==> config.mk <==
export PLATFORM = sky130hd
export DESIGN_NAME = regbank_write_arbiter_flat
export DESIGN_NICKNAME = d
export VERILOG_FILES = /design/src/rtl/regbank_write_arbiter_pkg.sv /design/src/rtl/regbank_write_arbiter_if.sv /design/src/rtl/regbank_write_arbiter_rr_arbiter2.sv /design/src/rtl/regbank_write_arbiter.sv /design/src/flat_wrapper.sv
export SDC_FILE = /design/constraint.sdc
export NUM_CORES = 1
export LEC_CHECK = 0
export ABC_CLOCK_PERIOD_IN_PS = 4400
export BUFFER_PORTS_ARGS = -buffer_cell sky130_fd_sc_hd__buf_2
export CORE_UTILIZATION = 30
export CTS_CLUSTER_DIAMETER = 50
export DETAILED_ROUTE_END_ITERATION = 6
export PLACE_DENSITY = 0.54
export SLEW_MARGIN = 25
export SYNTH_ARGS = -nofsm -noshare
export SYNTH_HDL_FRONTEND = slang
export SYNTH_SLANG_ARGS = --single-unit
==> constraint.sdc <==
create_clock -name clk -period 4.4 [get_ports clk]
set_input_delay 0 -clock clk [delete_from_list [all_inputs] [get_ports clk]]
set_output_delay 0 -clock clk [all_outputs]
set_load 0.01 [all_outputs]
==> src/rtl/regbank_write_arbiter_pkg.sv <==
// Shared types and constants for the register-bank write arbiter.
// Covers the two-requester grant encoding and the conflict counter limits.
package regbank_pkg;

   localparam int NUM_REQ = 2;
   localparam int CNT_W   = 16;
   localparam logic [CNT_W-1:0] CNT_MAX = 16'hFFFF;
   localparam int DATA_W  = 32;
   localparam int ADDR_W  = $clog2(8);

   typedef struct packed {
      logic [ADDR_W-1:0] addr;
      logic [DATA_W-1:0] data;
   } wr_req_t;

   typedef enum logic {
      GRANT_0 = 1'b0,
      GRANT_1 = 1'b1
   } grant_t;

endpackage

==> src/rtl/regbank_write_arbiter_if.sv <==
// Bus bundle between the write sources / reader and the register bank.
// Handshake: a write transfers on a rising clk edge where reqK_valid && reqK_ready;
// the source holds valid/addr/data stable until then, and ready may depend on valid.
interface regbank_write_arbiter_if #(
   parameter int ADDR_W = 3,
   parameter int DATA_W = 32
);
   logic              req0_valid;
   logic [ADDR_W-1:0] req0_addr;
   logic [DATA_W-1:0] req0_data;
   logic              req0_ready;
   logic              req1_valid;
   logic [ADDR_W-1:0] req1_addr;
   logic [DATA_W-1:0] req1_data;
   logic              req1_ready;
   logic [ADDR_W-1:0] rd_addr;
   logic [DATA_W-1:0] rd_data;
   logic [15:0]       conflict_cnt;

   modport master (
      output req0_valid, req0_addr, req0_data,
      output req1_valid, req1_addr, req1_data,
      output rd_addr,
      input  req0_ready, req1_ready, rd_data, conflict_cnt
   );

   modport slave (
      input  req0_valid, req0_addr, req0_data,
      input  req1_valid, req1_addr, req1_data,
      input  rd_addr,
      output req0_ready, req1_ready, rd_data, conflict_cnt
   );
endinterface

==> src/rtl/regbank_write_arbiter_rr_arbiter2.sv <==
// Two-input round-robin arbiter: combinational grant, last_grant state moves
// only when a grant is issued (every grant is an accepted handshake).
module rr_arbiter2
   import regbank_pkg::*;
(
   input  logic       clk,
   input  logic       rst_n,
   input  logic [1:0] valid_i,
   output logic [1:0] grant_o,
   output grant_t     last_grant_o
);

   grant_t last_grant_q;

   // Grants are suppressed while reset is held so no handshake can occur.
   always_comb begin
      grant_o = 2'b00;
      if (rst_n) begin
         case (valid_i)
            2'b01:   grant_o = 2'b01;
            2'b10:   grant_o = 2'b10;
            2'b11:   grant_o = (last_grant_q == GRANT_1) ? 2'b01 : 2'b10;
            default: grant_o = 2'b00;
         endcase
      end
   end

   always_ff @(posedge clk or negedge rst_n) begin
      if (!rst_n) begin
         last_grant_q <= GRANT_1;
      end else if (|grant_o) begin
         last_grant_q <= grant_o[1] ? GRANT_1 : GRANT_0;
      end
   end

   assign last_grant_o = last_grant_q;

endmodule

==> src/rtl/regbank_write_arbiter.sv <==
// Register bank with a shared, round-robin arbitrated write port, a one-entry
// commit stage and a forwarding combinational read port.
module regbank_write_arbiter #(
   parameter int NUM_REGS   = 8,
   parameter int DATA_W     = 32,
   parameter int ADDR_W     = $clog2(NUM_REGS),
   parameter bit PROTECT_R0 = 1'b1
) (
   input  logic                    clk,
   input  logic                    R,
   regbank_write_arbiter_if.slave  bus,
   output logic                    dbg_last_grant_o
);
   import regbank_pkg::*;

   logic [1:0]        valid;
   logic [1:0]        grant;
   grant_t            last_grant;
   logic              accept;
   logic              drop;
   logic [ADDR_W-1:0] sel_addr;
   logic [DATA_W-1:0] sel_data;

   logic              pipe_valid_q, pipe_valid_d;
   logic [ADDR_W-1:0] pipe_addr_q,  pipe_addr_d;
   logic [DATA_W-1:0] pipe_data_q,  pipe_data_d;
   logic [CNT_W-1:0]  cnt_q,        cnt_d;
   logic [DATA_W-1:0] bank_q [NUM_REGS];

   assign valid = {bus.req1_valid, bus.req0_valid};

   rr_arbiter2 u_arb (
      .clk          (clk),
      .rst_n        (R),
      .valid_i      (valid),
      .grant_o      (grant),
      .last_grant_o (last_grant)
   );

   assign bus.req0_ready   = grant[0];
   assign bus.req1_ready   = grant[1];
   assign dbg_last_grant_o = last_grant;

   // A write to r0 on a protected bank still handshakes but never enters the pipe.
   always_comb begin
      sel_addr     = grant[1] ? bus.req1_addr : bus.req0_addr;
      sel_data     = grant[1] ? bus.req1_data : bus.req0_data;
      accept       = |grant;
      drop         = PROTECT_R0 && (sel_addr == '0);
      pipe_valid_d = accept && !drop;
      pipe_addr_d  = pipe_valid_d ? sel_addr : pipe_addr_q;
      pipe_data_d  = pipe_valid_d ? sel_data : pipe_data_q;
      cnt_d        = cnt_q;
      if (&valid && (cnt_q != CNT_MAX)) begin
         cnt_d = cnt_q + CNT_W'(1);
      end
   end

   always_ff @(posedge clk or negedge R) begin
      if (!R) begin
         pipe_valid_q <= 1'b0;
         pipe_addr_q  <= '0;
         pipe_data_q  <= '0;
         cnt_q        <= '0;
         for (int i = 0; i < NUM_REGS; i++) begin
            bank_q[i] <= '0;
         end
      end else begin
         pipe_valid_q <= pipe_valid_d;
         pipe_addr_q  <= pipe_addr_d;
         pipe_data_q  <= pipe_data_d;
         cnt_q        <= cnt_d;
         if (pipe_valid_q) begin
            bank_q[pipe_addr_q] <= pipe_data_q;
         end
      end
   end

   // The pipe always holds the youngest accepted write, so it takes priority.
   always_comb begin
      if (PROTECT_R0 && (bus.rd_addr == '0)) begin
         bus.rd_data = '0;
      end else if (pipe_valid_q && (pipe_addr_q == bus.rd_addr)) begin
         bus.rd_data = pipe_data_q;
      end else begin
         bus.rd_data = bank_q[bus.rd_addr];
      end
   end

   assign bus.conflict_cnt = cnt_q;

endmodule

==> src/flat_wrapper.sv <==
// flat-port wrapper written by rule: the top's interface ports become plain ports
module regbank_write_arbiter_flat import regbank_pkg::*;
#(
   parameter int NUM_REGS   = 8,
   parameter int DATA_W     = 32,
   parameter int ADDR_W     = $clog2(NUM_REGS),
   parameter bit PROTECT_R0 = 1'b1
)
  (clk, R, dbg_last_grant_o, bus_req0_valid, bus_req0_addr, bus_req0_data, bus_req1_valid, bus_req1_addr, bus_req1_data, bus_rd_addr, bus_req0_ready, bus_req1_ready, bus_rd_data, bus_conflict_cnt);
  regbank_write_arbiter_if #(.ADDR_W(ADDR_W), .DATA_W(DATA_W)) bus_i ();
  input  logic clk;
  input  logic R;
  output logic dbg_last_grant_o;
  input wire logic [$bits(bus_i.req0_valid)-1:0] bus_req0_valid;
  input wire logic [$bits(bus_i.req0_addr)-1:0] bus_req0_addr;
  input wire logic [$bits(bus_i.req0_data)-1:0] bus_req0_data;
  input wire logic [$bits(bus_i.req1_valid)-1:0] bus_req1_valid;
  input wire logic [$bits(bus_i.req1_addr)-1:0] bus_req1_addr;
  input wire logic [$bits(bus_i.req1_data)-1:0] bus_req1_data;
  input wire logic [$bits(bus_i.rd_addr)-1:0] bus_rd_addr;
  output wire logic [$bits(bus_i.req0_ready)-1:0] bus_req0_ready;
  output wire logic [$bits(bus_i.req1_ready)-1:0] bus_req1_ready;
  output wire logic [$bits(bus_i.rd_data)-1:0] bus_rd_data;
  output wire logic [$bits(bus_i.conflict_cnt)-1:0] bus_conflict_cnt;
  assign bus_i.req0_valid = bus_req0_valid;
  assign bus_i.req0_addr = bus_req0_addr;
  assign bus_i.req0_data = bus_req0_data;
  assign bus_i.req1_valid = bus_req1_valid;
  assign bus_i.req1_addr = bus_req1_addr;
  assign bus_i.req1_data = bus_req1_data;
  assign bus_i.rd_addr = bus_rd_addr;
  assign bus_req0_ready = bus_i.req0_ready;
  assign bus_req1_ready = bus_i.req1_ready;
  assign bus_rd_data = bus_i.rd_data;
  assign bus_conflict_cnt = bus_i.conflict_cnt;
  regbank_write_arbiter #(.NUM_REGS(NUM_REGS), .DATA_W(DATA_W), .ADDR_W(ADDR_W), .PROTECT_R0(PROTECT_R0)) u_core (.clk(clk), .R(R), .bus(bus_i), .dbg_last_grant_o(dbg_last_grant_o));
endmodule
# --- After elaboration in Yosys (flattened, before gate mapping) ---
# Index checks and enable logic that the tools add are counted.
totals:
  ff_bits: 309
  wordCells: 47
  inputBits: 77
  output_inout_bits: 51
op_classes:
  reduce_logical: 9
  muxes: 14
  eq_ne: 5
  magnitude_cmp: 3
  n_bitwise: 2
  add_sub_neg: 1
op_table:
  columns: ["cell", "count"]
  rows:
  - ["$bwmux 256", 1]
  - ["$mux 32", 6]
  - ["$bmux 32 s3", 1]
  - ["$demux 32 s3", 1]
  - ["$add 16x1->16 const B", 1]
  - ["$ne 16x16->1 const B", 1]
  - ["$ge 4x4->1 const B", 2]
  - ["$not 3->4", 2]
  - ["$logic_not 3->1", 2]
  - ["$pmux 2 s3", 1]
  - ["$eq 2x2->1 const B", 2]
  - ["$logic_and 1x1->1", 4]
  - ["$lt 4x1->1 const B", 1]
  - ["$mux 2", 2]
  - ["$eq 3x3->1", 1]
  - ["$mux 3", 1]
  - ["$eq 2x1->1 const B", 1]
  - ["$reduce_and 2->1", 1]
  - ["$reduce_or 2->1", 1]
  - ["$logic_not 1->1", 1]
  - ["$mux 1", 1]

# --- Logic depth before layout (Yosys ltp) ---
logic_depth:
  depth_word: 7
  mapped_depth: 6
  depth_no_buf: 5

# --- Modules after synthesis ---
# A second synthesis with hierarchy kept.
unflattened:
  hier_cells: 1026
  area_unflattened_um2: 13132.6
by_module_without_submodules:
  columns: ["module", "n_inst", "cells_per_inst", "area_each_um2", "seq_area_each_um2"]
  rows:
  - ["regbank_write_arbiter", 1, 1018, 13070.0, 6906.6]
  - ["rr_arbiter2", 1, 8, 62.6, 26.3]

# --- Worst setup path after synthesis ---
# OpenSTA, ideal clock, no wires.
synth_path:
  path_type: "register -> register"
  start: "register u_core.u_arb.last_grant_q, in the netlist u_core.u_arb.last_grant_o"
  end: "register u_core.pipe_data_q[10]"
  arrival_ps: 1748
  path_buffers: 1
  stages_incl_launch_ff: 6
  period_less_slack_ps: 1874
  required_time_ps: 4275
  setup_slack_ps: 2526
  setup_time_ps: 125
  path_cell_list: "dfstp_2 > nand2b_1 > a32oi_1 > a31oi_4 > buf_6 > mux2_4"
synth_via:
  elab_chain_cells: 7
  elab_cells_between_ends: 9
  classes_between: "5 x mux; 4 x reduce/logical"
synth_rtl:
  columns: ["element", "line_no", "source"]
  rows:
  - ["start: declaration", "regbank_write_arbiter_rr_arbiter2.sv:13", "grant_t last_grant_q;"]
  - ["start signal: assignment", "regbank_write_arbiter_rr_arbiter2.sv:32", "last_grant_q <= grant_o[1] ? GRANT_1 : GRANT_0;"]
  - ["$mux 2 (*)", "regbank_write_arbiter_rr_arbiter2.sv:22", "2'b11: grant_o = (last_grant_q == GRANT_1) ? 2'b01 : 2'b10;"]
  - ["$pmux 2 s3 (*)", "regbank_write_arbiter_rr_arbiter2.sv:19", "case (valid_i)"]
  - ["$mux 2 (*)", "regbank_write_arbiter_rr_arbiter2.sv:18", "if (rst_n) begin"]
  - ["$mux 3", "regbank_write_arbiter.sv:46", "sel_addr = grant[1] ? bus.req1_addr : bus.req0_addr;"]
  - ["$logic_not 3->1", "regbank_write_arbiter.sv:49", "drop = PROTECT_R0 && (sel_addr == '0);"]
  - ["$logic_not 1->1", "regbank_write_arbiter.sv:50", "pipe_valid_d = accept && !drop;"]
  - ["$logic_and 1x1->1", "regbank_write_arbiter.sv:50", null]
  - ["end signal: assignment", "regbank_write_arbiter.sv:71", "pipe_data_q <= pipe_data_d;"]
  - ["end: declaration", "regbank_write_arbiter.sv:26", "logic [DATA_W-1:0] pipe_data_q, pipe_data_d;"]
# Mark *: on every way between the ends. The rest lies on a longest branch, timed or not.
# A chain may end at the register's enable or synchronous reset.

# --- Final worst setup path ---
layout_path:
  start: "register u_core.pipe_addr_q[1]"
  end: "output bus_rd_data[0]"
layout_via:
  elab_chain_cells: 4
layout_rtl:
  columns: ["element", "line_no", "source"]
  rows:
  - ["start: declaration", "regbank_write_arbiter.sv:25", "logic [ADDR_W-1:0] pipe_addr_q, pipe_addr_d;"]
  - ["start signal: assignment", "regbank_write_arbiter.sv:70", "pipe_addr_q <= pipe_addr_d;"]
  - ["$eq 3x3->1", "regbank_write_arbiter.sv:83", "end else if (pipe_valid_q && (pipe_addr_q == bus.rd_addr)) begin"]
  - ["$logic_and 1x1->1", "regbank_write_arbiter.sv:83", null]
  - ["$mux 32", "regbank_write_arbiter.sv:83", null]
  - ["$mux 32", "regbank_write_arbiter.sv:81", "if (PROTECT_R0 && (bus.rd_addr == '0)) begin"]
  - ["end: declaration", "flat_wrapper.sv:23", "output wire logic [$bits(bus_i.rd_data)-1:0] bus_rd_data;"]
# Every way passes these cells.

==> impl_metrics.tcl <==
set metrics [dict create \
    worst_pin_slew_ps 1060 \
    cts-root-buf "clkbuf_16" \
    drc 0 \
    antenna_cells 0 \
    reg2reg_slack_ps 1860 \
    path_max_fanout 25 \
    fmax_mhz 325 \
    dp_slack_ps 1870 \
    synthToLayoutAreaGrowth_pct 23.6 \
    drtIter0Drc 445 \
    drive_gt1_share_pct 41.9 \
    setup_slack_ps 1320 \
    synth.yosys.warnings 0 \
    synthArstFlopShare_pct 100 \
    dp.final_hpwl_mm 20.1 \
    synth_seq_cells 277 \
    r2r-end "u_core.pipe_addr_q[2]$_DFFE_PN0P_" \
    ant_nets 0 \
    cts_num_sinks 277 \
    netlist.area_leader.share_pct 52.2 \
    rsz0062_at_grt "no" \
    finalNonFillerCells 1789 \
    finalSetupViolCount 0 \
    antenna_found_initial 1 \
    worstSetupPathType "reg -> out" \
    hold_path_class "in -> async" \
    startpoint_type "register" \
    seq_area_frac_synth_pct 52.4 \
    drt_pre_antenna_iters 4 \
    synthesis.area_sq_um 13200 \
    ios 128 \
    skew_ps 24.2 \
    synth_area_leader_cell "dfrtp_1" \
    failed_checks "hold timing" \
    slew_headroom_pct 29.0 \
    leakage_nw 7.07 \
    status "complete, but fails checks" \
    cts_htree_levels 2 \
    clk_pin_slew_worst_paths_ps 60 \
    grt_pass1_vias 9283 \
    placedCellCount 1650 \
    gr-usage-all-layers_pct 15.8 \
    reg2reg_from "u_core.u_arb.last_grant_o$_DFFE_PN1P_" \
    drv_slew 0 \
    cts_tree "done" \
    final_core_util_pct 37.8 \
    grt_max_degree 140 \
    num_vias 8920 \
    cts_resized 0 \
    grt_pass1_wl_mm 54.2 \
    placed_area_sq_um 14400 \
    finalCritPeriodShare_pct 70.0 \
    vdd_drop_max_mv 0.266 \
    cts-buffers-inserted 37 \
    report.final.hold_viol_count 4 \
    syn-instance-count 1021 \
    netlist_top_cells_area "dfrtp_1 52%, mux2_2 22%, mux2_4 3.1%" \
    nets 1255 \
    synth.distinct_cells 48 \
    synth_edf_count 0 \
    rows 76 \
    period_minus_slack_ps 3080 \
    netlist_top_cells_count "276 x dfrtp_1, 258 x mux2_2, 34 x clkbuf_1, 34 x o22ai_1" \
    p_per_area_nw_per_um2 596 \
    wl_mm 34.4 \
    rr_worst_depth 5 \
    hold_buffers 73 \
    synth_flop_cell "dfrtp_1" \
    yosysMostFrequentCell "dfrtp_1" \
    clk_path_buf_depth 3 \
    gp_congestion 0.715 \
    clkLatencyLatePin_ps 540 \
    synth_area_per_cell_sq_um 13.0 \
    placement.io_buffers 127 \
    start_util_pct 30.6 \
    design.core.area_sq_um 43300 \
    postLayoutCellArea_sq_um 16300 \
    die_x_microns 212 \
    postCtsSetupBuffers 0 \
    viasPerCell 4.99 \
    dieArea_sq_um 44900 \
    drv_cap 0 \
    gr-total-overflow 0 \
    die_h_microns 212 \
    holdWs_ps -6.54 \
    worstPathArrival_ps 3080 \
    nFillCells 4186 \
    synth_nets 1099 \
    tns_ps 0 \
    wl_per_cell_microns 19.2 \
    cp-end-kind "output pin" \
    cp.required_ps 4400 \
]
## layout make-up
cell class / count / area, sq um / share of cell area [%]
flip-flops and latches: 277 / 6930 / 42.4
clock inverters: 20 / 248 / 1.52
inverters: 9 / 33.8 / 0.207
repair buffers: 220 / 1550 / 9.47
clock buffers: 46 / 1000 / 6.12
multi-input cells: 632 / 5850 / 35.8
well taps: 585 / 732 / 4.48
## power breakdown
group / leakage, nW / switching (mW) / internal [mW]
combinational: 3.10 / 0.901 / 1.43
sequential: 3.37 / 0.701 / 3.66
clock: 0.606 / 1.18 / 1.87
## cells by family (layout without fill, tap and decap cells)
kind of cell | after synthesis | after routing | share of synthesized area [%]
mux | 321 | 321 | 27.8
xor+xnor | 15 | 15 | 0.993
buf+inv | 112 | 295 | 3.66
compound gates | 150 | 150 | 8.87
flops | 277 | 277 | 52.4
fa+ha+maj | 1 | 1 | 0.0946
simple gates | 145 | 145 | 6.16
## layout by cell type, fill, tap and decap left out, types with 5 or more instances in the layout
cell type,netlist,routed
xnor2_1,9,9
nor2_1,33,33
mux2i_1,32,32
buf_4,0,20
nand4_1,13,13
nand3_1,7,7
nand2_1,11,9
mux2_4,27,27
mux2_2,258,258
o22ai_1,34,34
o32ai_1,31,31
a32o_1,32,32
dfrtp_1,276,276
o21ai_0,31,31
clkinv_2,0,5
inv_1,8,8
clkbuf_1,34,6
buf_2,33,124
dlygate4sd3_1,0,73
and2_1,31,31
or3_1,30,30
xor2_1,6,6
clkbuf_16,0,38
## worst max path at each step
| stage | startpoint | end | slack (ps) |
|---|---|---|---|
| after global routing | u_core.pipe_addr_q[2]$_DFFE_PN0P_ | bus_rd_data[27] | 1170 |
| after floorplan | u_core.u_arb.last_grant_o$_DFFE_PN1P_ | u_core.pipe_data_q[10]$_DFFE_PN0P_ | 2530 |
| after detailed placement | u_core.pipe_addr_q[1]$_DFFE_PN0P_ | bus_rd_data[0] | 1870 |
| final | u_core.pipe_addr_q[1]$_DFFE_PN0P_ | bus_rd_data[0] | 1320 |
| after global placement | bus_rd_addr[1] | bus_rd_data[26] | 1920 |
| after CTS | u_core.pipe_addr_q[1]$_DFFE_PN0P_ | bus_rd_data[0] | 1300 |
## through the flow
step	total power [mW]	hold slack [ps]
floorplan	5.98	-296
global placement	6.60	-1.52
detailed placement	6.70	1.84
CTS	9.87	17.7
global route	10.3	54.0
finish	9.75	-6.54
## state kept, by name, indices dropped and copies added (netlist names)
register,flops
u_core.bank_q,224
u_core.pipe_data_q,32
u_core.bus.conflict_cnt,16
u_core.pipe_addr_q,3
u_core.pipe_valid_q,1
u_core.u_arb.last_grant_o,1
## metal layers
metal	vias to the layer above	track usage (%)	share of wire, %	wire length (microns)
li1	4107	-	-	-
met1	4585	21.2	46	16000
met2	169	25.7	47	16200
met3	57	2.80	4.2	1440
met4	2	5.05	2.2	740
met5	-	0	0.026	9
## critical path, cell delays in order (launching register included)
cell,delay (ps)
dfrtp_1,540
xor2_1,360
o41ai_1,170
a21oi_4,860
buf_4,310
a32o_1,180
buf_2,140
Power figures use the tool's default switching activity.
